[src/rtl/axi4_lite_pkg.sv]
// Shared definitions for the AXI4-Lite register bank: response codes,
// FSM state encodings and a constant-evaluable clog2.
package axi4_lite_pkg;

  localparam logic [1:0] RESP_OKAY   = 2'b00;
  localparam logic [1:0] RESP_SLVERR = 2'b10;

  typedef enum logic {
    W_IDLE,
    W_RESP
  } wstate_e;

  typedef enum logic {
    R_IDLE,
    R_DATA
  } rstate_e;

  function automatic int clog2(input int value);
    int result;
    result = 0;
    while ((1 << result) < value) begin
      result++;
    end
    return result;
  endfunction

endpackage

[src/rtl/axi4_lite_strb_merge.sv]
// Byte-lane merge: each strobe bit selects the new byte over the old one.
module axi4_lite_strb_merge
  import axi4_lite_pkg::*;
#(
  parameter int DATA_WIDTH = 32
) (
  input  logic [DATA_WIDTH-1:0]   old_data,
  input  logic [DATA_WIDTH-1:0]   new_data,
  input  logic [DATA_WIDTH/8-1:0] strb,
  output logic [DATA_WIDTH-1:0]   merged
);

  always_comb begin
    merged = old_data;
    for (int b = 0; b < DATA_WIDTH / 8; b++) begin
      if (strb[b]) begin
        merged[b*8 +: 8] = new_data[b*8 +: 8];
      end
    end
  end

endmodule

[src/rtl/axi4_lite_regbank.sv]
// AXI4-Lite slave register bank with a per-register read-only mask backed by
// HW_STATUS; read and write paths run as independent two-state FSMs.
module axi4_lite_regbank
  import axi4_lite_pkg::*;
#(
  parameter int                   ADDRESS    = 32,
  parameter int                   DATA_WIDTH = 32,
  parameter int                   REG_COUNT  = 16,
  parameter logic [REG_COUNT-1:0] RO_MASK    = '0
) (
  input  logic                            ACLK,
  input  logic                            ARESETN,
  input  logic [ADDRESS-1:0]              S_ARADDR,
  input  logic                            S_ARVALID,
  output logic                            S_ARREADY,
  output logic [DATA_WIDTH-1:0]           S_RDATA,
  output logic [1:0]                      S_RRESP,
  output logic                            S_RVALID,
  input  logic                            S_RREADY,
  input  logic [ADDRESS-1:0]              S_AWADDR,
  input  logic                            S_AWVALID,
  output logic                            S_AWREADY,
  input  logic [DATA_WIDTH-1:0]           S_WDATA,
  input  logic [DATA_WIDTH/8-1:0]         S_WSTRB,
  input  logic                            S_WVALID,
  output logic                            S_WREADY,
  output logic [1:0]                      S_BRESP,
  output logic                            S_BVALID,
  input  logic                            S_BREADY,
  input  logic [REG_COUNT*DATA_WIDTH-1:0] HW_STATUS,
  output logic [REG_COUNT*DATA_WIDTH-1:0] REG_OUT,
  output logic [REG_COUNT-1:0]            WR_PULSE
);

  localparam int STRB_W   = DATA_WIDTH / 8;
  localparam int ADDR_LSB = (DATA_WIDTH == 64) ? 3 : 2;
  localparam int IDX_BITS = clog2(REG_COUNT);
  localparam int IDX_W    = (IDX_BITS == 0) ? 1 : IDX_BITS;
  localparam int KEEP_W   = ADDR_LSB + IDX_W;

  // Only the byte offset and index bits matter; the rest of the address is ignored.
  function automatic logic [IDX_W-1:0] addr_index(input logic [KEEP_W-1:0] a);
    if (IDX_BITS == 0) return '0;
    return a[ADDR_LSB +: IDX_W];
  endfunction

  function automatic logic addr_err(input logic [KEEP_W-1:0] a);
    return (a[ADDR_LSB-1:0] != '0) || (int'(addr_index(a)) >= REG_COUNT);
  endfunction

  wstate_e                wstate_q, wstate_d;
  logic                   aw_held_q, aw_held_d;
  logic                   w_held_q, w_held_d;
  logic [KEEP_W-1:0]      awaddr_q, awaddr_d;
  logic [DATA_WIDTH-1:0]  wdata_q, wdata_d;
  logic [STRB_W-1:0]      wstrb_q, wstrb_d;
  logic                   bvalid_q, bvalid_d;
  logic [1:0]             bresp_q, bresp_d;
  logic [REG_COUNT-1:0]   wr_pulse_q, wr_pulse_d;
  logic [DATA_WIDTH-1:0]  regs_q [REG_COUNT];
  logic [DATA_WIDTH-1:0]  regs_d [REG_COUNT];

  rstate_e                rstate_q, rstate_d;
  logic                   rvalid_q, rvalid_d;
  logic [DATA_WIDTH-1:0]  rdata_q, rdata_d;
  logic [1:0]             rresp_q, rresp_d;

  logic [IDX_W-1:0]       w_idx, r_idx;
  logic                   w_err, r_err;
  logic [KEEP_W-1:0]      araddr;
  logic [DATA_WIDTH-1:0]  merged;
  logic                   unused_addr;

  assign unused_addr = ^{S_AWADDR[ADDRESS-1:KEEP_W], S_ARADDR[ADDRESS-1:KEEP_W]};

  assign w_idx  = addr_index(awaddr_q);
  assign w_err  = addr_err(awaddr_q) || RO_MASK[w_idx] || (wstrb_q == '0);
  assign araddr = S_ARADDR[KEEP_W-1:0];
  assign r_idx  = addr_index(araddr);
  assign r_err  = addr_err(araddr);

  axi4_lite_strb_merge #(
    .DATA_WIDTH(DATA_WIDTH)
  ) u_merge (
    .old_data(regs_q[w_idx]),
    .new_data(wdata_q),
    .strb    (wstrb_q),
    .merged  (merged)
  );

  assign S_AWREADY = (wstate_q == W_IDLE) && !aw_held_q;
  assign S_WREADY  = (wstate_q == W_IDLE) && !w_held_q;
  assign S_BVALID  = bvalid_q;
  assign S_BRESP   = bresp_q;
  assign WR_PULSE  = wr_pulse_q;
  assign S_ARREADY = (rstate_q == R_IDLE);
  assign S_RVALID  = rvalid_q;
  assign S_RDATA   = rdata_q;
  assign S_RRESP   = rresp_q;

  always_comb begin
    REG_OUT = '0;
    for (int i = 0; i < REG_COUNT; i++) begin
      REG_OUT[i*DATA_WIDTH +: DATA_WIDTH] = RO_MASK[i] ? '0 : regs_q[i];
    end
  end

  // Commit happens one edge after the later of AW/W is captured into the holding regs.
  always_comb begin
    wstate_d   = wstate_q;
    aw_held_d  = aw_held_q;
    w_held_d   = w_held_q;
    awaddr_d   = awaddr_q;
    wdata_d    = wdata_q;
    wstrb_d    = wstrb_q;
    bvalid_d   = bvalid_q;
    bresp_d    = bresp_q;
    wr_pulse_d = '0;
    regs_d     = regs_q;
    case (wstate_q)
      W_IDLE: begin
        if (aw_held_q && w_held_q) begin
          bvalid_d = 1'b1;
          bresp_d  = w_err ? RESP_SLVERR : RESP_OKAY;
          wstate_d = W_RESP;
          if (!w_err) begin
            regs_d[w_idx]     = merged;
            wr_pulse_d[w_idx] = 1'b1;
          end
        end else begin
          if (S_AWVALID && !aw_held_q) begin
            aw_held_d = 1'b1;
            awaddr_d  = S_AWADDR[KEEP_W-1:0];
          end
          if (S_WVALID && !w_held_q) begin
            w_held_d = 1'b1;
            wdata_d  = S_WDATA;
            wstrb_d  = S_WSTRB;
          end
        end
      end
      W_RESP: begin
        if (S_BREADY) begin
          bvalid_d  = 1'b0;
          aw_held_d = 1'b0;
          w_held_d  = 1'b0;
          wstate_d  = W_IDLE;
        end
      end
      default: wstate_d = W_IDLE;
    endcase
  end

  // Reads sample regs_q, so a same-edge write commit is not yet visible.
  always_comb begin
    rstate_d = rstate_q;
    rvalid_d = rvalid_q;
    rdata_d  = rdata_q;
    rresp_d  = rresp_q;
    case (rstate_q)
      R_IDLE: begin
        if (S_ARVALID) begin
          rvalid_d = 1'b1;
          rstate_d = R_DATA;
          if (r_err) begin
            rdata_d = '0;
            rresp_d = RESP_SLVERR;
          end else begin
            rresp_d = RESP_OKAY;
            rdata_d = RO_MASK[r_idx] ? HW_STATUS[r_idx*DATA_WIDTH +: DATA_WIDTH]
                                     : regs_q[r_idx];
          end
        end
      end
      R_DATA: begin
        if (S_RREADY) begin
          rvalid_d = 1'b0;
          rstate_d = R_IDLE;
        end
      end
      default: rstate_d = R_IDLE;
    endcase
  end

  always_ff @(posedge ACLK or negedge ARESETN) begin
    if (!ARESETN) begin
      wstate_q   <= W_IDLE;
      aw_held_q  <= 1'b0;
      w_held_q   <= 1'b0;
      awaddr_q   <= '0;
      wdata_q    <= '0;
      wstrb_q    <= '0;
      bvalid_q   <= 1'b0;
      bresp_q    <= RESP_OKAY;
      wr_pulse_q <= '0;
      for (int i = 0; i < REG_COUNT; i++) begin
        regs_q[i] <= '0;
      end
      rstate_q   <= R_IDLE;
      rvalid_q   <= 1'b0;
      rdata_q    <= '0;
      rresp_q    <= RESP_OKAY;
    end else begin
      wstate_q   <= wstate_d;
      aw_held_q  <= aw_held_d;
      w_held_q   <= w_held_d;
      awaddr_q   <= awaddr_d;
      wdata_q    <= wdata_d;
      wstrb_q    <= wstrb_d;
      bvalid_q   <= bvalid_d;
      bresp_q    <= bresp_d;
      wr_pulse_q <= wr_pulse_d;
      regs_q     <= regs_d;
      rstate_q   <= rstate_d;
      rvalid_q   <= rvalid_d;
      rdata_q    <= rdata_d;
      rresp_q    <= rresp_d;
    end
  end

endmodule

[config.mk]
export PLATFORM = sky130hd
export DESIGN_NAME = axi4_lite_regbank
export DESIGN_NICKNAME = d
export VERILOG_FILES = /design/src/rtl/axi4_lite_pkg.sv /design/src/rtl/axi4_lite_strb_merge.sv /design/src/rtl/axi4_lite_regbank.sv
export SDC_FILE = /design/constraint.sdc
export NUM_CORES = 1
export LEC_CHECK = 0
export BUFFER_PORTS_ARGS = -buffer_cell sky130_fd_sc_hd__buf_4
export CAP_MARGIN = 0
export CORE_AREA = 2 2 465 467
export DETAILED_ROUTE_END_ITERATION = 6
export DIE_AREA = 0 0 467 469
export MAX_ROUTING_LAYER = met4
export PLACE_DENSITY_LB_ADDON = 0.2
export SYNTH_ARGS = -nofsm -noshare
export SYNTH_HDL_FRONTEND = slang
export SYNTH_SLANG_ARGS = --single-unit
[constraint.sdc]
create_clock -name ACLK -period 2.21 [get_ports ACLK]
set_clock_uncertainty 0.05 [all_clocks]
set_input_delay 0 -clock ACLK [delete_from_list [all_inputs] [get_ports ACLK]]
set_output_delay 0 -clock ACLK [all_outputs]
set_load 0.005 [all_outputs]
==> flow_summary_export.csv <==
group,metric,value,unit
global_route,grtUsageTotal,19.4,%
floorplanning,core.rowCount,170,
logic_synthesis,ys_types,67,
finish,area_delta_synth_final,52.5,%
clock_network,worstSkewPairLatency,0.72,ns
logic_synthesis,ys_seq_area_share,45.1,%
clock_network,clkSlewWorstSetupHoldPaths,0.05,ns
timing,max_freq,431,MHz
logic_synthesis,yosys_warnings,0,
global_route,grt-ovfl-total,0,
timing,setup_viol,130,
logic_synthesis,synth_edf_count,0,
floorplanning,die_height,469,um
finish,drive_gt1_share,44.9,%
timing,finalHoldViolations,0,
detailed_routing,firstDrtPassIters,6,
placed_design,post_dp_cell_area,46300,um2
placed_design,dpl_worst_slack,-0.277,ns
status,status,"complete, but fails checks",
status,violations,"negative setup slack",
clock_network,root_buffer,"clkbuf_16",
detailed_routing,wl_per_cell,31.4,um
floorplanning,die_area,219000,um2
finish,final_area,51600,um2
clock_network,cts_tree,"built",
worst_setup_path,required,2.68,ns
finish,fill_cells,22800,
job,cap_viol_max_count,0,
timing,setup_tns,-4.70,ns
logic_synthesis,synth_area,33900,um2
placed_design,place_congestion,0.859,
logic_synthesis,ys_ff_latch,610,
global_route,antenna_found_initial,18,
clock_network,cts_max_level,3,
logic_synthesis,syn_area_per_cell,11.8,um2
timing,rsz0062_at_grt,"true",
detailed_routing,drc,0,
logic_synthesis,synth_cells,2869,
worst_setup_path,crit_fanout,14,
global_route,grt_pass1_vias,31800,
timing,tightestPinTransition,0.738,ns
global_route,grt_pass1_wl,286,mm
finish,layout_common_cells,"buf_4 (992), dfrtp_1 (603), mux2i_1 (489)",
detailed_routing,routed_via_density,4.57,
timing,holdWs,0.0690,ns
global_route,grt_max_degree,75,
worst_setup_path,crit_arrival,2.79,ns
worst_setup_path,start_kind,"flop",
logic_synthesis,async_reset_ff_share,100,%
timing,setup_slack,-0.110,ns
logic_synthesis,synth_ff_type,"dfrtp_1",
finish,final_common_cell,"buf_4",
detailed_routing,drtIter0Drc,2724,
worst_setup_path,critPathKind,"flop to flop",
floorplanning,num_io_pins,1188,
timing,fin_crit,2.32,ns
finish,nets,4548,
worst_setup_path,cp-end-kind,"flop",
power_and_ir_drop,ir_worst_vdd,0.613,mV
timing,timing.slew.headroom,50.8,%
timing,period_share,105,%
clock_network,numCtsBuffers,82,
timing,finalMaxSlewViolations,0,
clock_network,cts_sinks,610,
clock_network,cts_buffer_depth,3,
placed_design,post-dp-hpwl,161,mm
detailed_routing,vias,31300,
power_and_ir_drop,leakagePower,0.0228,uW
power_and_ir_drop,powerDensity,1390,nW/um2
placed_design,numPortBuffers,621,
floorplanning,die_w,467,um
detailed_routing,ant_nets,0,
floorplanning,core,214000,um2
min_path,min_path_type,"input port to flop",
floorplanning,start_util,15.8,%
detailed_routing,routed_wl,215,mm
## cell families after synthesis
group                  after synthesis  share of synthesized area (%)
AND/OR/NAND/NOR                    292                           5.15
AO/OA/AOI/OAI                      841                           15.0
other                                1                         0.0111
flip-flops                         610                           45.1
buffers and inverters              336                           4.97
multiplexers                       789                           29.7
## worst max-delay path, cell delays in order (launching register included)
cell	delay, ns
dfrtp_4	0.47
buf_16	0.19
buf_12	0.17
mux4_2	0.53
o22ai_4	0.20
o211a_1	0.23
buf_12	0.17
o31ai_1	0.08
## repair_timing
action                                 in CTS  in global routing
pin swaps                                  10                 25
endpoints found under the hold margin     677                  0
buffers inserted                           20                 16
hold buffers                               89                  0
gates resized for setup                    93                116
setup endpoints to repair                 412                445
gates cloned                                2                 10
## final timing paths
kind                                    startpoint  slack (ns)                       end  cells after the start
max                        awaddr_q[2]$_DFFE_PN0P_       -0.11  REG_OUT[391]$_DFFE_PN0P_                      7
min                                    S_WDATA[10]        0.07   wdata_q[10]$_DFFE_PN0P_                      3
max reg2reg                awaddr_q[2]$_DFFE_PN0P_       -0.11  REG_OUT[391]$_DFFE_PN0P_                      7
min reg2reg                 wdata_q[5]$_DFFE_PN0P_        0.45    wdata_q[5]$_DFFE_PN0P_                      1
max in group asynchronous                  ARESETN        1.35  REG_OUT[430]$_DFFE_PN0P_                      4
min in group asynchronous                  ARESETN        0.10  REG_OUT[509]$_DFFE_PN0P_                      3
## per-layer routing
layer	vias to the layer above	part of all wire, %	global-route usage, %
li1	13100	-	-
met1	16600	46	26.6
met2	1385	43	28.0
met3	228	8.0	5.32
met4	0	2.7	4.90
met5	-	0	-
## report_power, final
part	leakage [uW]	switching (uW)	internal, uW
Sequential	0.00814	5860	14800
Clock	0.00141	5880	8720
Combinational	0.0132	19600	16900
## cell usage after synthesis, drive strengths merged (10+ instances only)
master / n / area, um2
mux4: 160 / 3600
mux2i: 494 / 4940
nor4: 10 / 189
nand2b: 30 / 188
and2: 37 / 234
mux2: 135 / 1520
o31ai: 144 / 1130
nand4: 11 / 103
o22ai: 36 / 225
o21ai: 134 / 671
nor2: 52 / 195
a221oi: 23 / 201
a31oi: 50 / 313
nor2b: 16 / 100
nand2: 87 / 329
clkbuf: 155 / 584
inv: 26 / 97.6
dfrtp: 610 / 15300
buf: 154 / 996
a21oi: 365 / 1840
a22oi: 32 / 240
o211ai: 32 / 240
## per-stage QoR
stage	std cells	total power [uW]	util, %
floorplan	2870	32500	-
global placement	6546	54400	21.7
detailed placement	6546	54500	21.7
CTS	6807	70600	23.7
global route	6844	75000	24.1
finish	6848	71800	24.1
## cell type report
class                      count  area [um2]  share of cell area [%]
clock buffer                 121        2430                    4.71
multi-input combinational   1924       17600                    34.1
timing repair buffer        1284       12100                    23.5
clock inverter                29         465                   0.902
inverter                      27         134                   0.259
antenna                       15        37.5                  0.0727
tap                         2838        3550                    6.88
sequential                   610       15300                    29.6
## registers in the layout (all words and copies together), names as in the netlist, 4 cells and up
name and count:
REG_OUT 512, S_RDATA 32, wdata_q 32, WR_PULSE 16, awaddr_q 6, wstrb_q 4
(Power assumes the default switching activity.)
